**src/rtl/mul_share_arbiter.sv**
```systemverilog
// mul_share_arbiter: round-robin front end that lets NUM_REQ issue ports share
// one sequential 32x32 signed multiplier and returns the 64-bit product on a
// single tagged response channel.
// Build option: MUL_ZERO_BYPASS_EN -- when defined, an operation with a zero
// operand skips the multiplier and answers 0 directly.
//
// state | meaning
// IDLE  | waiting for a request; grants one lane combinationally
// ISSUE | mul_start pulse with operands stable
// WAIT  | multiplier running; capture product on mul_done
// RESP  | response presented until the consumer accepts it
module mul_share_arbiter #(
  parameter int NUM_REQ = 4,
  parameter int ID_W    = 2
) (
  input  logic                 clk,
  input  logic                 rst,
  input  logic [NUM_REQ-1:0]   req_valid,
  output logic [NUM_REQ-1:0]   req_ready,
  input  logic [NUM_REQ*32-1:0] req_a,
  input  logic [NUM_REQ*32-1:0] req_b,
  output logic                 rsp_valid,
  input  logic                 rsp_ready,
  output logic [ID_W-1:0]      rsp_id,
  output logic [63:0]          rsp_product,
  output logic                 busy,
  output logic [31:0]          mul_a,
  output logic [31:0]          mul_b,
  output logic                 mul_start,
  input  logic [63:0]          mul_product,
  input  logic                 mul_done
);

  typedef enum logic [1:0] {
    S_IDLE  = 2'd0,
    S_ISSUE = 2'd1,
    S_WAIT  = 2'd2,
    S_RESP  = 2'd3
  } state_t;

  state_t          state;
  state_t          state_nxt;
  logic [ID_W-1:0] ptr;
  logic [ID_W-1:0] id;
  logic [ID_W-1:0] gnt_id;
  logic            gnt_any;
  logic            grant;
  logic [31:0]     sel_a;
  logic [31:0]     sel_b;
  logic            zero_op;

  // Round-robin search: lanes at or above ptr win first, then wrap to lane 0.
  always_comb begin
    gnt_any = 1'b0;
    gnt_id  = '0;
    for (int i = 0; i < NUM_REQ; i++) begin
      if (!gnt_any && req_valid[i] && (ID_W'(i) >= ptr)) begin
        gnt_any = 1'b1;
        gnt_id  = ID_W'(i);
      end
    end
    for (int i = 0; i < NUM_REQ; i++) begin
      if (!gnt_any && req_valid[i]) begin
        gnt_any = 1'b1;
        gnt_id  = ID_W'(i);
      end
    end
  end

  // Operand mux for the candidate lane and the one-hot accept strobe.
  always_comb begin
    sel_a     = '0;
    sel_b     = '0;
    req_ready = '0;
    for (int i = 0; i < NUM_REQ; i++) begin
      if (gnt_id == ID_W'(i)) begin
        sel_a        = req_a[i*32 +: 32];
        sel_b        = req_b[i*32 +: 32];
        req_ready[i] = grant;
      end
    end
  end

`ifdef MUL_ZERO_BYPASS_EN
  assign zero_op = (sel_a == 32'd0) || (sel_b == 32'd0);
`else
  assign zero_op = 1'b0;
`endif

  // State register.
  always_ff @(posedge clk) begin
    if (rst) begin
      state <= S_IDLE;
    end else begin
      state <= state_nxt;
    end
  end

  // Next-state decode and state-derived outputs.
  always_comb begin
    state_nxt = state;
    grant     = 1'b0;
    mul_start = 1'b0;
    rsp_valid = 1'b0;
    busy      = 1'b1;
    case (state)
      S_IDLE: begin
        busy  = 1'b0;
        grant = gnt_any;
        if (gnt_any) begin
          state_nxt = zero_op ? S_RESP : S_ISSUE;
        end
      end
      S_ISSUE: begin
        mul_start = 1'b1;
        state_nxt = S_WAIT;
      end
      S_WAIT: begin
        if (mul_done) begin
          state_nxt = S_RESP;
        end
      end
      S_RESP: begin
        rsp_valid = 1'b1;
        if (rsp_ready) begin
          state_nxt = S_IDLE;
        end
      end
      default: state_nxt = S_IDLE;
    endcase
  end

  // Operand, tag, pointer and response capture.
  always_ff @(posedge clk) begin
    if (rst) begin
      mul_a       <= '0;
      mul_b       <= '0;
      id          <= '0;
      ptr         <= '0;
      rsp_id      <= '0;
      rsp_product <= '0;
    end else begin
      if (grant) begin
        mul_a <= sel_a;
        mul_b <= sel_b;
        id    <= gnt_id;
        ptr   <= (gnt_id == ID_W'(NUM_REQ - 1)) ? '0 : gnt_id + ID_W'(1);
        if (zero_op) begin
          rsp_product <= '0;
          rsp_id      <= gnt_id;
        end
      end
      if ((state == S_WAIT) && mul_done) begin
        rsp_product <= mul_product;
        rsp_id      <= id;
      end
    end
  end

endmodule

```
**config.mk**
```make
export PLATFORM = sky130hd
export DESIGN_NAME = mul_share_arbiter
export DESIGN_NICKNAME = d
export VERILOG_FILES = /design/src/rtl/mul_share_arbiter.sv
export SDC_FILE = /design/constraint.sdc
export NUM_CORES = 1
export LEC_CHECK = 0
export ABC_AREA = 1
export BUFFER_PORTS_ARGS = -buffer_cell sky130_fd_sc_hd__buf_2
export CAP_MARGIN = 20
export CORE_AREA = 2 2 180 182
export DETAILED_ROUTE_END_ITERATION = 10
export DIE_AREA = 0 0 182 184
export GPL_ROUTABILITY_DRIVEN = 0
export GPL_TIMING_DRIVEN = 1
export PLACE_DENSITY_LB_ADDON = 0.2
export SKIP_CTS_REPAIR_TIMING = 1
export SYNTH_ARGS = -nofsm -noshare
export SYNTH_HDL_FRONTEND = slang
export SYNTH_SLANG_ARGS = --single-unit
export TNS_END_PERCENT = 30
```
**constraint.sdc**
```tcl
create_clock -name clk -period 2.4 [get_ports clk]
set_input_delay 0.12 -clock clk [delete_from_list [all_inputs] [get_ports clk]]
set_output_delay 0.12 -clock clk [all_outputs]
set_load 0.03 [all_outputs]
```
After elaboration in Yosys (flattened, before gate mapping)
Cells that the tools add are included.
{"block": "totals", "reg_bits": 136, "latch_bits": 0, "ram_bits": 0, "rom_bits": 0, "input_bits": 328, "out_inout_bits": 137, "n_memories": 0}
{"block": "op_classes", "add_sub_neg": 1, "multipliers": 0, "n_div": 0, "magnitude_cmp": 4, "n_eq_ne": 9, "shift": 0, "muxes": 36, "bitwise": 0, "reduce_logical": 22}
{"cell": "two-way mux 32 bit", "n": 8}
{"cell": "two-way mux 2 bit", "n": 10}
{"cell": "two-way mux 1 bit", "n": 17}
{"cell": "logical AND 1 bit", "n": 12}
{"cell": "equality test 2 bit, second input constant", "n": 4}
{"cell": "case mux 2 bit (4 select lines)", "n": 1}
{"cell": "logical NOT 1 bit", "n": 7}
{"cell": "!= test 2 bit, second input constant", "n": 3}
{"cell": "equality test 2 x 1 -> 1 bit, second input constant", "n": 2}
{"cell": ">= comparator 1 x 2 -> 1 bit, first input constant", "n": 2}
{"cell": ">= comparator 2 bit, first input constant", "n": 2}
{"cell": "logical NOT 2 bit", "n": 2}
{"cell": "AND reduction 3 bit", "n": 1}
{"cell": "adder 2 x 1 -> 2 bit, second input constant", "n": 1}

Depth between registers and ports, before layout
{"block": "logic_depth", "depth_word": 32, "ltp_mapped": 21}

Worst setup path before layout
OpenSTA, ideal clock, no wires.
{"block": "synth_timing", "path_type": "reg2reg", "startpoint": "register ptr[0]", "endpoint": "register mul_a[14]", "setup_ns": 0.064, "t_arrival_ns": 2.084, "t_required_ns": 2.336, "slack_ns": 0.252, "stages_incl_launch_ff": 19, "path_buffers": 1, "period_less_slack_ns": 2.148, "cell_sequence": "dfxtp_1 > nand2_1 > a21oi_4 > nand2_1 > nor2_1 > nand2_1 > nand2_1 > inv_1 > ha_1 > nor2_2 > buf_2 > nand2_1 > nand2_1 > o21ai_0 > nand2_1 > o21ai_0 > nand2_1 > nand2_1 > nor2_1"}
{"block": "synth_via", "elab_chain_cells": 32, "word_cells_on_any_way": 46}
{"element": "from (decl)", "line_no": "43", "source": "logic [ID_W-1:0] ptr;"}
{"element": "from (signal assigned)", "line_no": "147", "source": "ptr <= (gnt_id == ID_W'(NUM_REQ - 1)) ? '0 : gnt_id + ID_W'(1);"}
{"element": ">= comparator 1 x 2 -> 1 bit", "line_no": "57", "source": "if (!gnt_any && req_valid[i] && (ID_W'(i) >= ptr)) begin"}
{"element": "logical AND 1 bit", "line_no": "57"}
{"element": "two-way mux 1 bit", "line_no": "57"}
{"element": "logical NOT 1 bit", "line_no": "57"}
{"element": "logical AND 1 bit (2 in a row)", "line_no": "57"}
{"element": "two-way mux 1 bit", "line_no": "57"}
{"element": "logical NOT 1 bit", "line_no": "57"}
{"element": "logical AND 1 bit (2 in a row)", "line_no": "57"}
{"element": "(+13 left out)"}
{"element": "two-way mux 1 bit", "line_no": "63", "source": "if (!gnt_any && req_valid[i]) begin"}
{"element": "logical NOT 1 bit", "line_no": "63"}
{"element": "logical AND 1 bit", "line_no": "63"}
{"element": "two-way mux 2 bit (*)", "line_no": "63"}
{"element": "named net gnt_id[1]", "line_no": "45", "source": "logic [ID_W-1:0] gnt_id;"}
{"element": "logical NOT 2 bit", "line_no": "76", "source": "if (gnt_id == ID_W'(i)) begin"}
{"element": "two-way mux 32 bit (3 in a row)", "line_no": "76"}
{"element": "two-way mux 32 bit (*)", "line_no": "76"}
{"element": "to (signal assigned)", "line_no": "144", "source": "mul_a <= sel_a;"}
{"element": "to (decl)", "line_no": "27", "source": "output logic [31:0] mul_a,"}
Mark *: on every way through the listed nets, which the timed path passes. The rest lies on a longest branch.
A chain may end at the register's enable or synchronous reset.

Worst setup path in the final report
{"block": "layout_timing", "startpoint": "register ptr[0]", "endpoint": "register mul_a[28]"}
The elaborated chain is that of the path after synthesis.

==> impl_metrics.py <==
metrics = {
    "synth": {
        "syn-num-nets": 1474,
        "yosysWarnings": 0,
        "synth_cells": 1137,
        "synth-seq-area-share_pct": 38.8,
        "syn_avg_cell_area_sq_um": 6.17,
        "ys_types": 23,
        "synthesis.area_sq_mm": 0.00702,
        "ys_seq_elements": 136,
    },
    "power_and_ir_drop": {
        "p_per_area_mw_per_mm2": 1240,
        "p_leak_nw": 6.00,
        "vdd_drop_max_mv": 0.566,
    },
    "global_route": {
        "busiest_layer": "met2",
        "overflow": 0,
        "grtUsageMet1_pct": 18.8,
        "grt_max_degree": 67,
        "antenna_found_initial": 9,
        "track_usage_pct": 17.3,
        "grt_pass1_wl_mm": 44.9,
        "gr-usage-met2_pct": 31.1,
        "first_global_vias": 8163,
        "met3_usage_pct": 4.54,
    },
    "drt": {
        "first_iter_violations": 343,
        "ant_nets": 0,
        "wl_per_cell_microns": 15.6,
        "drt_pass1_iterations": 4,
        "route.final.wire_length_mm": 32.1,
        "drc": 0,
        "routed-via-count": 8982,
        "drt-vias-per-instance": 4.37,
    },
    "clocking": {
        "clock-sinks": 136,
        "insertion_delay_ns": 0.42,
        "clockRootBuffer": "clkbuf_16",
        "htreeDepth": 4,
        "cts.path.max_buffers": 2,
        "cts-buffers-inserted": 17,
        "clk_pin_slew_ns": 0.07,
        "cts_tree": "built",
    },
    "place": {
        "port_buffers": 464,
        "pre_cts_ws_ns": 0.0693,
        "dp_cells": 1942,
        "placed_cell_area_sq_mm": 0.00980,
        "dp_hpwl_mm": 23.0,
    },
    "critical_path": {
        "reg2reg_depth": 19,
        "arrival_ns": 2.73,
        "critPathLaunchType": "flip-flop",
        "end_kind": "flip-flop",
        "worstPathRequired_ns": 2.76,
        "r2r_slack_ns": 0.03,
        "timing.rr.end": "mul_a[28]",
        "critical_path_class": "flip-flop to flip-flop",
        "crit-reg2reg-launch": "ptr[0]",
        "path_max_fanout": 6,
    },
    "floorplanning": {
        "ios": 465,
        "placeableCoreArea_sq_mm": 0.0314,
        "start_util_pct": 22.3,
        "fp.dieH_microns": 184,
        "num_rows": 65,
        "die_w_microns": 182,
        "die_area_sq_mm": 0.0335,
    },
    "timing": {
        "fin_setup_tns_ns": 0,
        "timing.final.crit_share_pct": 98.7,
        "finClkSkew_ns": 0.00865,
        "holdWs_ns": -0.0552,
        "tightestPinTransition_ns": 0.509,
        "finalWorstSetupSlack_ns": 0.0313,
        "finalHoldViolCount": 7,
        "maxSlewHeadroom_pct": 66.1,
        "slew_violations": 0,
        "max_freq_mhz": 422,
        "finalSetupViolCount": 0,
        "fin_crit_ns": 2.37,
        "rsz0062_at_grt": "yes",
    },
    "outcome": {
        "violations": "negative hold slack",
        "status": "finished with violations",
    },
    "layout": {
        "regArea_sq_mm": 0.00273,
        "layout-drive-gt1-share_pct": 35.2,
        "final_common_cell": "buf_2",
        "area_growth_pct": 62.7,
        "nNetsFinal": 1970,
        "final_cell_mix": "buf_2 (462), nand2_1 (318), nor2_1 (272)",
        "finalNonFillerCells": 2056,
        "final_area_sq_mm": 0.0114,
        "multi_input_area_sq_mm": 0.00397,
        "nFillCells": 3555,
    },
    "min_path": {
        "hold_end": "rsp_product[35]",
        "whs_path_depth": 3,
        "hp-start": "mul_product[35]",
        "hp-class": "primary input to flip-flop",
    },
    "run": {
        "drv_cap": 0,
    },
}
==> final cells by class <==
class | count | share of cell area, %
Timing Repair Buffer | 560 | 30.5
Inverter | 22 | 0.855
Sequential cell | 136 | 23.9
Clock inverter | 15 | 1.75
Clock buffer | 17 | 3.73
Multi-Input combinational cell | 896 | 34.7
Antenna cell | 8 | 0.175
Tap cell | 402 | 4.41
==> synthesized netlist by cell type <==
cell type,number,area [sq um]
a21boi_0,1,7.51
a21oi_1,71,355
a21oi_4,1,16.3
and3_1,1,6.26
buf_1,14,52.6
buf_2,21,105
buf_6,5,56.3
clkbuf_1,43,161
dfxtp_1,136,2720
ha_1,9,113
inv_1,20,75.1
inv_2,2,7.51
nand2_1,336,1260
nand2_2,1,6.26
nand2_4,1,11.3
nand3_1,3,15.0
nand3b_1,1,7.51
nand4_1,1,6.26
nand4_4,1,21.3
nor2_1,272,1020
nor2_2,1,6.26
o21ai_0,140,701
o21ai_1,56,280
==> logic make-up (layout without fill, tap and decap cells) <==
group,Yosys count,in the layout,share of synthesized area [%]
AOI/OAI and AO/OA,269,269,19.4
and+or+nand+nor,618,618,33.7
adders and majority gates,9,9,1.61
DFF,136,136,38.8
other,0,8,0
buffers and inverters,105,614,6.53
==> critical path, cell delays in order (launching register included) <==
cell and delay (ns):
dfxtp_2 0.34, nand2_2 0.07, a21oi_4 0.18, nand2_1 0.07
nor2_1 0.14, nand2_1 0.08, nand2_2 0.13, inv_4 0.06
ha_4 0.18, nor2_4 0.17, buf_6 0.18, buf_8 0.15
nand2_1 0.08, nand2_1 0.08, o21ai_0 0.08, nand2_1 0.06
o21ai_0 0.07, nand2_1 0.06, nand2_1 0.05, nor2_1 0.08
==> layer usage <==
metal / routed length [microns] / up-vias
met5: 13 / -
met4: 1040 / 2
met3: 2040 / 53
met2: 16400 / 330
met1: 12700 / 3978
li1: - / 4619
==> per-stage QoR <==
step	utilization [%]	power (mW)
2_1_floorplan	-	8.46
3_3_place_gp	31.2	10.6
3_5_place_dp	31.2	10.6
4_1_cts	33.2	13.5
5_1_grt	36.4	15.3
6_report	36.4	14.1
==> how the worst max path moves through the flow <==
stage / endpoint / slack, ns / depth (start not counted) / from
finish: mul_a[28] / 0.03 / 19 / ptr[0]
detailed placement: mul_b[26] / 0.07 / 14 / ptr[1]
floorplan: mul_a[14] / 0.25 / 18 / ptr[0]
global route: mul_b[16] / -0.12 / 21 / ptr[0]
CTS: req_ready[2] / -0.22 / 10 / ptr[1]
global placement: mul_b[16] / 0.13 / 16 / ptr[0]
==> power breakdown <==
group	internal (mW)	switching, mW
clock network	1.60	1.23
logic	2.83	5.16
registers	2.95	0.333
total	7.38	6.72
==> sequential cells by signal, indices dropped and copies added, names as in the netlist <==
name	cells
rsp_product	64
mul_b	32
state	2
rsp_id	2
mul_a	32
ptr	2
id	2
Power figures use the tool's default switching activity.
